### config.mk
export PLATFORM = sky130hd
export DESIGN_NAME = lsu_commit_arb
export DESIGN_NICKNAME = d
export VERILOG_FILES = /design/src/rtl/lsu_commit_arb.sv
export SDC_FILE = /design/constraint.sdc
export NUM_CORES = 1
export LEC_CHECK = 0
export ABC_AREA = 1
export CORE_UTILIZATION = 45
export DETAILED_ROUTE_END_ITERATION = 7
export PLACE_DENSITY = 0.78
export SYNTH_ARGS = -nofsm -noshare
export SYNTH_HDL_FRONTEND = slang
export SYNTH_SLANG_ARGS = --single-unit
### constraint.sdc
create_clock -name clk -period 7.8 [get_ports clk]
set_clock_uncertainty 0.05 [all_clocks]
set_input_delay 1.56 -clock clk [delete_from_list [all_inputs] [get_ports clk]]
set_output_delay 1.56 -clock clk [all_outputs]
set_load 0.05 [all_outputs]
### src/rtl/lsu_commit_arb.sv
// Merges per-block LSU commit streams into one ordered stream through a 2-entry FIFO.
// Multi-packet commits hold the grant (LOCKED) until their eop packet is accepted.
module lsu_commit_arb #(
  parameter int NUM_INPUTS = 2,
  parameter int DATA_WIDTH = 64,
  parameter int SRC_BITS   = (NUM_INPUTS > 1) ? $clog2(NUM_INPUTS) : 1
) (
  input  logic                             clk,
  input  logic                             reset,
  input  logic [NUM_INPUTS-1:0]            in_valid,
  input  logic [NUM_INPUTS*DATA_WIDTH-1:0] in_data,
  input  logic [NUM_INPUTS-1:0]            in_eop,
  output logic [NUM_INPUTS-1:0]            in_ready,
  output logic                             out_valid,
  output logic [DATA_WIDTH-1:0]            out_data,
  output logic                             out_eop,
  output logic [SRC_BITS-1:0]              out_src,
  input  logic                             out_ready,
  output logic                             dbg_state,
  output logic [SRC_BITS-1:0]              dbg_rr_ptr,
  output logic [SRC_BITS-1:0]              dbg_lock_idx,
  output logic [1:0]                       dbg_count
);

  typedef enum logic {
    ST_IDLE   = 1'b0,
    ST_LOCKED = 1'b1
  } arb_state_e;

  // Handshake: a beat moves on any port when its valid and ready are both high
  // at a rising clk edge; in_ready never looks at out_ready.

  arb_state_e              state_q, state_d;
  logic [SRC_BITS-1:0]     rr_ptr_q, rr_ptr_d;
  logic [SRC_BITS-1:0]     lock_idx_q, lock_idx_d;
  logic [1:0]              count_q, count_d;
  logic                    head_q, head_d;
  logic [DATA_WIDTH-1:0]   mem_data_q [2];
  logic [DATA_WIDTH-1:0]   mem_data_d [2];
  logic [1:0]              mem_eop_q, mem_eop_d;
  logic [SRC_BITS-1:0]     mem_src_q [2];
  logic [SRC_BITS-1:0]     mem_src_d [2];

  logic                    grant_vld;
  logic [SRC_BITS-1:0]     grant_idx;
  logic [DATA_WIDTH-1:0]   grant_data;
  logic                    grant_eop;
  logic                    grant_in_valid;
  logic                    fifo_full;
  logic                    push;
  logic                    pop;
  logic                    wr_ptr;
  int                      scan_idx;

  // Scan from the highest offset down so the last hit is the nearest to rr_ptr.
  always_comb begin
    grant_vld = 1'b0;
    grant_idx = '0;
    scan_idx  = 0;
    if (state_q == ST_LOCKED) begin
      grant_vld = 1'b1;
      grant_idx = lock_idx_q;
    end else begin
      for (int k = NUM_INPUTS - 1; k >= 0; k--) begin
        scan_idx = (int'(rr_ptr_q) + k) % NUM_INPUTS;
        if (in_valid[scan_idx]) begin
          grant_vld = 1'b1;
          grant_idx = SRC_BITS'(scan_idx);
        end
      end
    end
  end

  always_comb begin
    grant_data     = '0;
    grant_eop      = 1'b0;
    grant_in_valid = 1'b0;
    for (int i = 0; i < NUM_INPUTS; i++) begin
      if (grant_idx == SRC_BITS'(i)) begin
        grant_data     = in_data[i*DATA_WIDTH +: DATA_WIDTH];
        grant_eop      = in_eop[i];
        grant_in_valid = in_valid[i];
      end
    end
  end

  // Full is taken from the registered count, so a pop cannot open a slot in the same cycle.
  assign fifo_full = (count_q == 2'd2);
  assign push      = grant_vld && grant_in_valid && !fifo_full && !reset;
  assign pop       = (count_q != 2'd0) && out_ready;
  assign wr_ptr    = head_q ^ count_q[0];

  always_comb begin
    in_ready = '0;
    for (int i = 0; i < NUM_INPUTS; i++) begin
      in_ready[i] = grant_vld && (grant_idx == SRC_BITS'(i)) && !fifo_full && !reset;
    end
  end

  assign out_valid    = (count_q != 2'd0);
  assign out_data     = mem_data_q[head_q];
  assign out_eop      = mem_eop_q[head_q];
  assign out_src      = mem_src_q[head_q];
  assign dbg_state    = state_q;
  assign dbg_rr_ptr   = rr_ptr_q;
  assign dbg_lock_idx = lock_idx_q;
  assign dbg_count    = count_q;

  always_comb begin
    state_d    = state_q;
    rr_ptr_d   = rr_ptr_q;
    lock_idx_d = lock_idx_q;
    count_d    = count_q;
    head_d     = head_q;
    mem_data_d = mem_data_q;
    mem_eop_d  = mem_eop_q;
    mem_src_d  = mem_src_q;

    if (pop) begin
      head_d = ~head_q;
    end

    if (push) begin
      mem_data_d[wr_ptr] = grant_data;
      mem_eop_d[wr_ptr]  = grant_eop;
      mem_src_d[wr_ptr]  = grant_idx;
      if (grant_eop) begin
        state_d  = ST_IDLE;
        rr_ptr_d = (grant_idx == SRC_BITS'(NUM_INPUTS - 1)) ? '0 : grant_idx + 1'b1;
      end else begin
        state_d    = ST_LOCKED;
        lock_idx_d = grant_idx;
      end
    end

    case ({push, pop})
      2'b10:   count_d = count_q + 2'd1;
      2'b01:   count_d = count_q - 2'd1;
      default: count_d = count_q;
    endcase
  end

  always_ff @(posedge clk or posedge reset) begin
    if (reset) begin
      state_q       <= ST_IDLE;
      rr_ptr_q      <= '0;
      lock_idx_q    <= '0;
      count_q       <= '0;
      head_q        <= 1'b0;
      mem_data_q[0] <= '0;
      mem_data_q[1] <= '0;
      mem_eop_q     <= '0;
      mem_src_q[0]  <= '0;
      mem_src_q[1]  <= '0;
    end else begin
      state_q    <= state_d;
      rr_ptr_q   <= rr_ptr_d;
      lock_idx_q <= lock_idx_d;
      count_q    <= count_d;
      head_q     <= head_d;
      mem_data_q <= mem_data_d;
      mem_eop_q  <= mem_eop_d;
      mem_src_q  <= mem_src_d;
    end
  end

endmodule

== Yosys cells after proc, flatten, opt, wreduce, memory -nomap -nowiden ==
Index checks and enable logic that the tools add are counted.
Storage, ports and cells
  bits of input ports: 135
  logic and storage cells: 84
  output and inout port bits: 74
  register bits: 138
Cells by class
  eq/ne operators: 3
  multiplexer cells: 34
  order comparisons: 8
  add/sub/neg operators: 4
  reductions and logical operators: 18
  bitwise logic cells: 7
Operators with widths (count)
  2-to-1 mux 64 bit: 5
  bitwise mux 128 bit: 1
  demux 64 bit (select 1 bit): 1
  2-to-1 mux 1 bit: 22
  logical AND 1 bit: 12
  less-than comparator 1 x 2 -> 1 bit (second input constant): 3
  bitwise mux 2 bit: 2
  equality test 2 bit (second input constant): 2
  greater-or-equal comparator 2 bit (second input constant): 2
  NOT 1 -> 2 bit: 2
  one-hot mux 2 bit (2 select lines): 1
  AND reduction 2 bit: 2
  nonzero test 2 bit: 2
  less-than comparator 2 x 3 -> 1 bit (second input constant): 1
  NOT 1 bit: 3
  adder 1 bit (second input constant): 2
  adder 2 x 1 -> 2 bit (second input constant): 1
  demux 1 bit (select 1 bit): 2
  equality test 2 x 1 -> 1 bit (second input constant): 1
  zero test 1 bit: 2
  less-than comparator 2 x 1 -> 1 bit (second input constant): 1
  subtractor 2 x 1 -> 2 bit (second input constant): 1
  bitwise AND 1 bit (first input constant): 1
  greater-or-equal comparator 1 bit (second input constant): 1
  bitwise XOR 1 bit: 1

== Depth between registers and ports, before layout ==
  depth after elaboration: 14
  gate-level depth with buffers: 11
  depth with buffers taken out: 9

== Worst setup path after synthesis ==
No wires, ideal clock.
  path kind: input-to-output
  start: input port in_valid[1]
  end: output port in_ready[1]
  cell stages on the path: 5
  required time: 6.190 ns
  path buffers: 1
  data arrival time: 2.765 ns
  setup slack: 3.425 ns
  path through: nor2_1 nor2_1 nand2_1 clkbuf_1 nor2_1
On the way
  word-level cells in the longest chain between the ends: 9
  elaborated cells on any way between the ends: 14
  those cells by class: mux (11); reduce/logical (3)
RTL lines
  start: declaration: RTL line 10  | input logic [NUM_INPUTS-1:0] in_valid,
  2-to-1 mux 1 bit (not written as such) (3 in series): RTL line 66  | if (in_valid[scan_idx]) begin
  2-to-1 mux 1 bit (2 in series): RTL line 66
  2-to-1 mux 1 bit: RTL line 60  | if (state_q == ST_LOCKED) begin
  logical AND 1 bit * (3 in series): RTL line 96  | in_ready[i] = grant_vld && (grant_idx == SRC_BITS'(i)) && !fifo_full && !reset;
  end: declaration: RTL line 13  | output logic [NUM_INPUTS-1:0] in_ready,
Every way passes the cells marked *; elsewhere a longest branch is shown, timed or not. The select of a mux whose other input is x is not followed.

== Worst setup path after layout ==
Ends and elaborated chain as after synthesis.

==> results.ini <==
[timing]
fmax_mhz=193.3
setup_viol=0
finalHoldViolations=0
fin_tns_setup_ns=0
max_slew_margin=0.2382
tightestPinTransition_ns=1.143
period_minus_slack_ns=5.174
finalCritPeriodShare=0.6633
slew_viol_final=0
rsz0062_at_grt=no

[power]
power_mw=4.844
switching_share=0.5103
pwr-share-seq=0.252
p_sw_mw=2.472
power-per-cell-area_nw_per_um2=503.0
comb_power_share=0.593
ir_drop_mv=0.2490
clkPwrFrac=0.154
p_int_mw=2.372
power.leakage_nw=5.249

[drt]
vias_per_cell=4.770
drtPass1Iterations=4
vias=6740
wl_per_cell_um=13.48
drtIter0Drc=417
ant_nets=0
finalWirelength_um=19040
route.detailed.drc=0

[layout]
insertedDiodeCount=0
fillers=1389
final_cell_mix=802 x nand2_1, 208 x clkdlybuf4s50_1, 137 x dfrtp_1
finalNonFillerCells=1413
area_growth_pct=37.31
layout-drive-gt1-share=0.03918
final_area_um2=9629
final_nets=1352
final_common_cell=nand2_1
utilization=0.6334

[synthesis]
yosysSeqAreaShare=0.4924
synthCells=1037
synth.distinct_cells=20
netlist_area_um2=7013
syn_nets=1173
ys_warn_count=0
syn_avg_cell_area_um2=6.763
ys_ff_latch=138

[critical_path]
ff2ff_setup_slack_ns=5.02
worstPathRequired_ns=6.19
crit_path_end=in_ready[1]
worstPathArrival_ns=3.56
end_kind=output pin
start_kind=input pin
r2r_cells=6
r2r-start=head_q
reg2reg_to=mem_data_q[12]
critPathLaunch=in_valid[1]
critPathKind=in -> out
crit_fanout=21

[clock_tree]
clk_pin_slew_ns=0.05
numCtsBuffers=17
cts.repair.resized=0
insertion_delay_ns=0.42
cts_setup_buffers=0
clock-sinks=138
h-tree-depth=4
cts_tree=built
root_buffer=clkbuf_16
ctsHoldBuffers=0
cts_buffer_depth=2

[floorplanning]
core_area_um2=15200
row_count=45
boundaryPins=209
die_h_um=126.8
start_util=0.4613
die_x_um=126.8
die-area_um2=16090

[placed_design]
dpl.hpwl_um=11740
place_area_um2=9094
place_congestion=0.7482
portBuffers=208
place_inst=1385

[run_status]
status=finished, final reports clean

[min_path]
holdCritPathClass=reg -> reg
hold_depth=2

[global_route]
grt_first_pass_wirelength_um=31240
grt_max_degree=91
grt_overflow_total=0
grt_pass1_vias=6351
antenna_found_initial=0
groute.usage.overall=0.2470

[flow_run]
maxCapViolCount=0

[layer usage]
layer	routed length [um]	global-route usage
met3	1225	0.06453
met4	357	0.09104
met1	8156	0.3058
met2	9303	0.4160
met5	0	0
[power groups by stage]
stage	Clock [mW]	Sequential (mW)	Combinational, mW
finish	0.747	1.22	2.87
global route	0.788	1.26	3.14
CTS	0.759	1.22	2.91
detailed placement	0	1.23	2.89
global placement	0	1.22	2.85
floorplan	0	1.23	2.03
[synthesized netlist by cell type]
master    number  area share
nand2_1      805        0.43
dfrtp_1      138        0.49
clkbuf_1      24       0.013
buf_4         20       0.021
inv_1          8      0.0043
buf_2          7      0.0050
nor2_1         7      0.0037
inv_2          5      0.0027
buf_6          4      0.0064
nand3_1        3      0.0021
o21ai_0        3      0.0021
buf_1          2      0.0011
nor2_2         2      0.0018
xnor2_1        2      0.0025
xor2_1         2      0.0025
a21oi_1        1     0.00071
a21oi_4        1      0.0023
ha_1           1      0.0018
nand3_4        1      0.0025
nand4_1        1     0.00089
[flip-flops by register name, summed over array words and instances (netlist names)]
name	count
dbg_count	2
dbg_state	1
dbg_rr_ptr	1
mem_data_q	128
dbg_lock_idx	1
head_q	1
mem_eop_q	2
mem_src_q	2
[area by class of cell]
cell class,count,area (um^2),area share
clock inverter,3,40.04,0.004158
timing repair buffer,217,2150,0.2232
tap,188,235.2,0.02443
sequential,138,3455,0.3588
multi-input combinational,829,3201,0.3324
inverter,13,53.80,0.005587
clock buffer,25,495.5,0.05146
[critical path: stages]
cell,delay [ns]
clkdlybuf4s50_1,0.49
nor2_1,0.05
nor2_1,0.18
nand2_2,0.27
nor2_1,0.19
clkdlybuf4s50_1,0.82
[worst min path at each step]
stage          slack (ns)       startpoint              end
2_1_floorplan        0.39    mem_data_q[0]    mem_data_q[0]
3_3_place_gp         0.40   mem_data_q[51]   mem_data_q[51]
3_5_place_dp         0.41   mem_data_q[13]   mem_data_q[13]
4_1_cts              0.42   mem_data_q[13]   mem_data_q[13]
5_1_grt              0.43  mem_data_q[120]  mem_data_q[120]
6_report             0.42   mem_data_q[86]   mem_data_q[86]
[cell families after synthesis]
family          share of synthesized area
simple gates                       0.4419
flops                              0.4924
buf+inv                           0.05370
compound gates                   0.005173
xor+xnor                         0.004996
fa+ha+maj                        0.001784
[metrics by stage]
stage / hold WS (ns) / setup WS, ns
3_5_place_dp: 0.4080 / 2.654
5_1_grt: 0.4314 / 2.500
6_report: 0.4176 / 2.626
4_1_cts: 0.4214 / 2.651
3_3_place_gp: 0.4027 / 2.676
2_1_floorplan: 0.3917 / 2.494
Note: power is estimated with default switching activity, not from simulation.
